`src/rtl/char_pkg.sv`:
```
`default_nettype none
// ============================================================================
// char_pkg : shared widths, raster limits, FSM states and queue entry format
// Revision : 1.0
// ============================================================================
package char_pkg;

  localparam int CHAR_W   = 6;
  localparam int COL_W    = 6;
  localparam int ROW_W    = 3;
  localparam int H_ACTIVE = 640;
  localparam int V_ACTIVE = 480;

  localparam logic [CHAR_W-1:0] BLANK_CODE = 6'h3F;

  typedef enum logic [0:0] {
    IDLE  = 1'b0,
    CLEAR = 1'b1
  } state_t;

  typedef struct packed {
    logic [ROW_W-1:0]  row;
    logic [COL_W-1:0]  col;
    logic [CHAR_W-1:0] code;
  } wr_req_t;

endpackage
`default_nettype wire

```
`src/rtl/char_write_sched_sync_fifo.sv`:
```
`default_nettype none
// ============================================================================
// sync_fifo : single-clock FIFO with full/empty flags and show-ahead read data
// Revision  : 1.0
// ============================================================================
module sync_fifo #(
  parameter int WIDTH = 15,
  parameter int DEPTH = 8
) (
  input  logic             clk,
  input  logic             rst_n,
  input  logic             push,
  input  logic             pop,
  input  logic [WIDTH-1:0] din,
  output logic [WIDTH-1:0] dout,
  output logic             full,
  output logic             empty
);

  localparam int AW = (DEPTH > 1) ? $clog2(DEPTH) : 1;
  localparam logic [AW:0] FULL_CNT = (AW + 1)'(DEPTH);

  logic [WIDTH-1:0] r_mem [DEPTH];
  logic [AW-1:0]    r_wr_ptr;
  logic [AW-1:0]    r_rd_ptr;
  logic [AW:0]      r_count;
  logic             w_do_push;
  logic             w_do_pop;

  assign full      = (r_count == FULL_CNT);
  assign empty     = (r_count == '0);
  // Full blocks a push even when a pop happens the same cycle.
  assign w_do_push = push & ~full;
  assign w_do_pop  = pop & ~empty;
  assign dout      = r_mem[r_rd_ptr];

  always_ff @(posedge clk) begin
    if (w_do_push) begin
      r_mem[r_wr_ptr] <= din;
    end
  end

  always_ff @(posedge clk) begin
    if (!rst_n) begin
      r_wr_ptr <= '0;
      r_rd_ptr <= '0;
      r_count  <= '0;
    end else begin
      if (w_do_push) begin
        r_wr_ptr <= r_wr_ptr + AW'(1);
      end
      if (w_do_pop) begin
        r_rd_ptr <= r_rd_ptr + AW'(1);
      end
      if (w_do_push && !w_do_pop) begin
        r_count <= r_count + (AW + 1)'(1);
      end else if (!w_do_push && w_do_pop) begin
        r_count <= r_count - (AW + 1)'(1);
      end
    end
  end

endmodule
`default_nettype wire

```
`src/rtl/char_write_sched.sv`:
```
`default_nettype none
// ============================================================================
// char_write_sched : queues host character writes and issues them to the row
//                    buffers only during raster blanking; also bulk-clears.
// Revision         : 1.0
// ============================================================================
module char_write_sched
  import char_pkg::*;
#(
  parameter int                NUM_ROWS   = 4,
  parameter int                NUM_COLS   = 64,
  parameter int                FIFO_DEPTH = 8,
  parameter int                H_ACTIVE   = char_pkg::H_ACTIVE,
  parameter int                V_ACTIVE   = char_pkg::V_ACTIVE,
  parameter logic [CHAR_W-1:0] BLANK_CODE = char_pkg::BLANK_CODE
) (
  input  logic                clk,
  input  logic                rst_n,
  input  logic                in_valid,
  output logic                in_ready,
  input  logic [ROW_W-1:0]    in_row,
  input  logic [COL_W-1:0]    in_col,
  input  logic [CHAR_W-1:0]   in_char,
  input  logic                clear_req,
  input  logic [9:0]          hcount,
  input  logic [8:0]          vcount,
  output logic [NUM_ROWS-1:0] wr_en,
  output logic [COL_W-1:0]    wr_col,
  output logic [CHAR_W-1:0]   wr_char,
  output logic                busy,
  output logic                range_err
);

  localparam logic [9:0]       H_LIM    = 10'(H_ACTIVE);
  localparam logic [8:0]       V_LIM    = 9'(V_ACTIVE);
  localparam logic [ROW_W:0]   ROW_LIM  = (ROW_W + 1)'(NUM_ROWS);
  localparam logic [COL_W:0]   COL_LIM  = (COL_W + 1)'(NUM_COLS);
  localparam logic [ROW_W-1:0] LAST_ROW = ROW_W'(NUM_ROWS - 1);
  localparam logic [COL_W-1:0] LAST_COL = COL_W'(NUM_COLS - 1);

  state_t            r_state;
  state_t            w_state_nxt;
  logic [ROW_W-1:0]  r_clr_row;
  logic [ROW_W-1:0]  w_clr_row_nxt;
  logic [COL_W-1:0]  r_clr_col;
  logic [COL_W-1:0]  w_clr_col_nxt;

  logic              w_blank;
  logic              w_accept;
  logic              w_in_range;
  logic              w_push;
  logic              w_pop;
  logic              w_full;
  logic              w_empty;
  wr_req_t           w_push_req;
  wr_req_t           w_head;

  logic              w_issue;
  logic [ROW_W-1:0]  w_iss_row;
  logic [COL_W-1:0]  w_iss_col;
  logic [CHAR_W-1:0] w_iss_char;

  assign w_blank    = (hcount >= H_LIM) | (vcount >= V_LIM);
  assign in_ready   = ~w_full;
  assign w_accept   = in_valid & in_ready;
  assign w_in_range = ({1'b0, in_row} < ROW_LIM) & ({1'b0, in_col} < COL_LIM);
  assign w_push     = w_accept & w_in_range;
  assign w_push_req = '{row: in_row, col: in_col, code: in_char};
  assign busy       = (r_state == CLEAR) | ~w_empty;

  sync_fifo #(
    .WIDTH ($bits(wr_req_t)),
    .DEPTH (FIFO_DEPTH)
  ) u_fifo (
    .clk   (clk),
    .rst_n (rst_n),
    .push  (w_push),
    .pop   (w_pop),
    .din   (w_push_req),
    .dout  (w_head),
    .full  (w_full),
    .empty (w_empty)
  );

  always_ff @(posedge clk) begin
    if (!rst_n) begin
      r_state   <= IDLE;
      r_clr_row <= '0;
      r_clr_col <= '0;
    end else begin
      r_state   <= w_state_nxt;
      r_clr_row <= w_clr_row_nxt;
      r_clr_col <= w_clr_col_nxt;
    end
  end

  always_comb begin
    w_state_nxt   = r_state;
    w_clr_row_nxt = r_clr_row;
    w_clr_col_nxt = r_clr_col;
    w_pop         = 1'b0;
    w_issue       = 1'b0;
    w_iss_row     = '0;
    w_iss_col     = '0;
    w_iss_char    = '0;
    case (r_state)
      IDLE: begin
        // A clear request takes priority over draining the queue.
        if (clear_req) begin
          w_state_nxt   = CLEAR;
          w_clr_row_nxt = '0;
          w_clr_col_nxt = '0;
        end else if (!w_empty && w_blank) begin
          w_pop      = 1'b1;
          w_issue    = 1'b1;
          w_iss_row  = w_head.row;
          w_iss_col  = w_head.col;
          w_iss_char = w_head.code;
        end
      end
      CLEAR: begin
        if (w_blank) begin
          w_issue    = 1'b1;
          w_iss_row  = r_clr_row;
          w_iss_col  = r_clr_col;
          w_iss_char = BLANK_CODE;
          if (r_clr_col == LAST_COL) begin
            w_clr_col_nxt = '0;
            if (r_clr_row == LAST_ROW) begin
              w_state_nxt = IDLE;
            end else begin
              w_clr_row_nxt = r_clr_row + ROW_W'(1);
            end
          end else begin
            w_clr_col_nxt = r_clr_col + COL_W'(1);
          end
        end
      end
      default: w_state_nxt = IDLE;
    endcase
  end

  // Strobe, column and code are registered so the row buffers see one clean write.
  always_ff @(posedge clk) begin
    if (!rst_n) begin
      wr_en     <= '0;
      wr_col    <= '0;
      wr_char   <= '0;
      range_err <= 1'b0;
    end else begin
      wr_en <= w_issue ? (NUM_ROWS'(1) << w_iss_row) : '0;
      if (w_issue) begin
        wr_col  <= w_iss_col;
        wr_char <= w_iss_char;
      end
      if (w_accept && !w_in_range) begin
        range_err <= 1'b1;
      end
    end
  end

endmodule
`default_nettype wire
```
`config.mk`:
```
export PLATFORM = sky130hd
export DESIGN_NAME = char_write_sched
export DESIGN_NICKNAME = d
export VERILOG_FILES = /design/src/rtl/char_pkg.sv /design/src/rtl/char_write_sched_sync_fifo.sv /design/src/rtl/char_write_sched.sv
export SDC_FILE = /design/constraint.sdc
export NUM_CORES = 1
export LEC_CHECK = 0
export ABC_AREA = 0
export CORE_UTILIZATION = 50
export DETAILED_ROUTE_END_ITERATION = 8
export PLACE_DENSITY = 0.68
export SYNTH_ARGS = -nofsm -noshare
export SYNTH_HDL_FRONTEND = slang
export SYNTH_SLANG_ARGS = --single-unit
export TNS_END_PERCENT = 1
```
`constraint.sdc`:
```
create_clock -name clk -period 3.8 [get_ports clk]
set_input_delay 0.76 -clock clk [delete_from_list [all_inputs] [get_ports clk]]
set_output_delay 0.76 -clock clk [all_outputs]
set_load 0.1 [all_outputs]
```
==> summary.txt <==
Floorplanning
  • Starting Density: 52.07%
  • Die width: 114.5 µm
  • Top Ports: 57
  • Die footprint: 13120 µm²
  • Die height: 114.5 µm
  • # rows: 40
  • Core footprint: 12160 µm²

Layout
  • Fillers: 885
  • Antenna fix cells: 0
  • Fin nets: 489
  • Non-filler cells, final: 623
  • P&R area growth vs syn: 22.13%
  • Share of layout cells above drive strength 1: 17.80%

Routing
  • Antenna-violating nets left: 0
  • Violation count after the first detailed-routing iteration: 261
  • TritonRoute pass-1 iters: 4
  • DRC: 0
  • Vias/cell: 5.510
  • Final WL: 12090 µm
  • Via count: 3433
  • Wire per inst: 19.41 µm

Critical path
  • Critical path class: in2reg
  • Worst endpoint required time: 4150 ps
  • Crit Path Max Fanout: 5
  • CP max stage cell: clkdlybuf4s50_1
  • R2R setup slack: 1150 ps
  • Reg2reg end: u_fifo.r_count[3]
  • Max incr delay on CP: 450 ps
  • Worst R2R Path Depth: 11
  • Crit start category: input port
  • Critical Path End Type: flip-flop
  • Worst EP arrival: 3380 ps
  • Critical-path cell list: clkdlybuf4s50_1, nand4_1, a211oi_2, inv_2, ha_1, inv_1, ha_1, a21o_1, a21oi_1, xnor2_1, or3_1, a21oi_1
  • R2R Path Start: r_state

Power and ir drop
  • Clk pwr share: 40.7%
  • Sw power: 1.036 mW
  • Switching portion of total power: 24.25%
  • Pint: 3.235 mW
  • Leakage: 2.588 nW
  • Power Total: 4.271 mW
  • Maximum VDD drop: 0.3310 mV
  • Power per cell area: 552.2 nW/µm²
  • Seq pwr share: 46.3%
  • Power share of the combinational group: 13.0%

Timing
  • Hold Vio Cnt, Final: 0
  • Slew Limit Headroom: 33.93%
  • Final Max Slew Viols: 0
  • RSZ-0062 raised after global routing: no
  • Min Tclk post-route: 3025 ps
  • Final setup TNS: 0 ps
  • Fin crit share: 79.62%
  • Setup Skew: 5.402 ps
  • Slew @ Worst Pin: 987.9 ps
  • FMAX: 330.5 MHz
  • # setup viols final: 0

Global route
  • Total grt overflow: 0
  • Busiest grt layer: met2
  • M3 GR Usage: 4.870%
  • Initial antenna violation count: 0
  • First-pass GRT wire length: 18930 µm
  • Largest net degree at the start of global routing: 27
  • Vias in the first global route: 3527
  • Gr usage total: 20.41%
  • Routing usage on met2: 34.30%
  • GRT met1 Usage: 25.25%

Yosys
  • Ys Warns: 0
  • Count of different cell masters after synthesis: 53
  • Post-synth net total: 417
  • Sequential fraction of the synthesis area: 69.55%
  • Cell area after synthesis: 6332 µm²
  • Ys async rst share: 0%
  • EDFF count, synth: 120
  • Number of synthesized register bits: 160
  • Synth top area share: 56.91%
  • Cell taking the most area after synthesis: edfxtp_1
  • Syn Inst Count: 370
  • Main synth FF type: edfxtp_1
  • Area contributors post-synth: edfxtp_1, dfxtp_1, mux4_1, mux4_2, mux2i_1
  • Syn_area_per_cell: 17.11 µm²

Placement
  • Buffers on Ports: 44
  • RePlAce Congestion: 0.8175
  • Post-DP HPWL: 7715 µm
  • Placed insts: 591

Min path
  • Hold Path Origin: range_err
  • Worst hold path type: reg2reg
  • Hold Path Sink: range_err
  • Hold-critical path depth: 2

CTS
  • # H-tree levels: 4
  • Cts bufs inserted: 17
  • Hold buffer count at CTS: 0
  • Clk_lat worst skew: 420 ps
  • CTS-repair resized insts: 0
  • Clock transition time at the flip-flop clock pins of the worst setup and hold paths: 60 ps
  • CTS tree: yes
  • CTS root buf: clkbuf_16
  • Deepest clock path buffer count: 2
  • # Post-CTS Setup Buffers: 0
  • Sink Count: 160

Outcome
  • Status: completed

Run
  • MaxCap Viol Count: 0
## sequential cells by signal (all words and copies together) (netlist names), 3 cells and up, named ones only
| name | flops |
|---|---|
| r_clr_col | 6 |
| u_fifo.r_count | 4 |
| u_fifo.r_mem | 120 |
| u_fifo.r_rd_ptr | 3 |
| r_clr_row | 3 |
| wr_char | 6 |
| wr_col | 6 |
| wr_en | 4 |
| u_fifo.r_wr_ptr | 3 |
## Yosys cell counts (all sizes together) (2+ instances only)
cell / n
and3: 2
clkbuf: 5
nand2b: 5
nor3b: 2
nand2: 15
a41o: 2
nor3: 4
a311oi: 3
xnor2: 3
mux2: 6
buf: 9
a31oi: 2
nand3: 2
and2: 2
inv: 4
ha: 8
xor2: 3
a221oi: 6
or2: 2
nor2: 33
mux2i: 14
a211oi: 2
mux4: 30
nor2b: 2
clkinv: 2
a211o: 2
a22oi: 6
edfxtp: 120
o21ai: 12
dfxtp: 40
a21oi: 10
nand4: 2
## kinds of logic after synthesis
kind of cell / synth area share, %
DFF: 69.55
and+or+nand+nor: 5.553
AOI/OAI and AO/OA: 5.730
muxes: 14.78
buffers and inverters: 1.660
adders and majority gates: 1.897
xor gates and xnor gates: 0.8300
## cell usage in the layout, fill, tap and decap left out, types with 12 or more instances in the layout
| master | instances |
|---|---|
| clkbuf_16 | 17 |
| o21ai_0 | 12 |
| nand2_1 | 15 |
| dfxtp_1 | 39 |
| buf_4 | 20 |
| mux2i_1 | 14 |
| mux4_1 | 14 |
| mux4_2 | 16 |
| nor2_1 | 33 |
| clkdlybuf4s50_1 | 43 |
| edfxtp_1 | 120 |
## power by group through the flow
stage	clock [mW]	combinational, mW	sequential (mW)
floorplan	0	0.308	2.09
global placement	0	0.545	2.01
detailed placement	0	0.555	2.01
CTS	1.76	0.558	1.98
global route	1.83	0.598	1.98
finish	1.74	0.554	1.98
## critical path: cells and delay by family
kind	cells	cell delay [ps]
compound gates	4	840
xor+xnor	1	90
buf+inv	3	670
simple gates	2	540
fa+ha+maj	2	470
## stage by stage
stage	utilization, %	instance area (µm²)	setup WS, ps	hold slack [ps]
floorplan	-	6332	832.4	448.9
CTS	63.59	7734	791.5	489.1
global placement	58.64	7132	407.6	449.8
finish	63.59	7734	774.5	477.5
detailed placement	58.64	7132	358.0	475.2
global route	63.59	7734	582.6	521.9
## final cells by class
class / count / area [µm²] / share of cell area [%]
clock inverter: 13 / 168.9 / 2.184
tap: 168 / 210.2 / 2.718
timing repair buffer: 67 / 660.6 / 8.542
sequential: 160 / 4405 / 56.96
multi-input combinational: 190 / 1833 / 23.70
inverter: 6 / 22.52 / 0.2912
clock buffer: 19 / 432.9 / 5.598
## metal layers
layer | part of all wire (%) | routed length (µm)
met5 | 0 | 0
met4 | 1.7 | 208
met3 | 3.9 | 471
met2 | 49 | 5948
met1 | 45 | 5462
## worst max-delay path by stage
| stage | start | end |
|---|---|---|
| floorplan | in_row[2] | u_fifo.r_mem[0][0] |
| global placement | vcount[8] | u_fifo.r_count[3] |
| detailed placement | vcount[8] | u_fifo.r_count[3] |
| CTS | vcount[7] | u_fifo.r_count[3] |
| global route | vcount[7] | u_fifo.r_count[3] |
| finish | vcount[7] | u_fifo.r_count[3] |
Power figures use the tool's default switching activity.
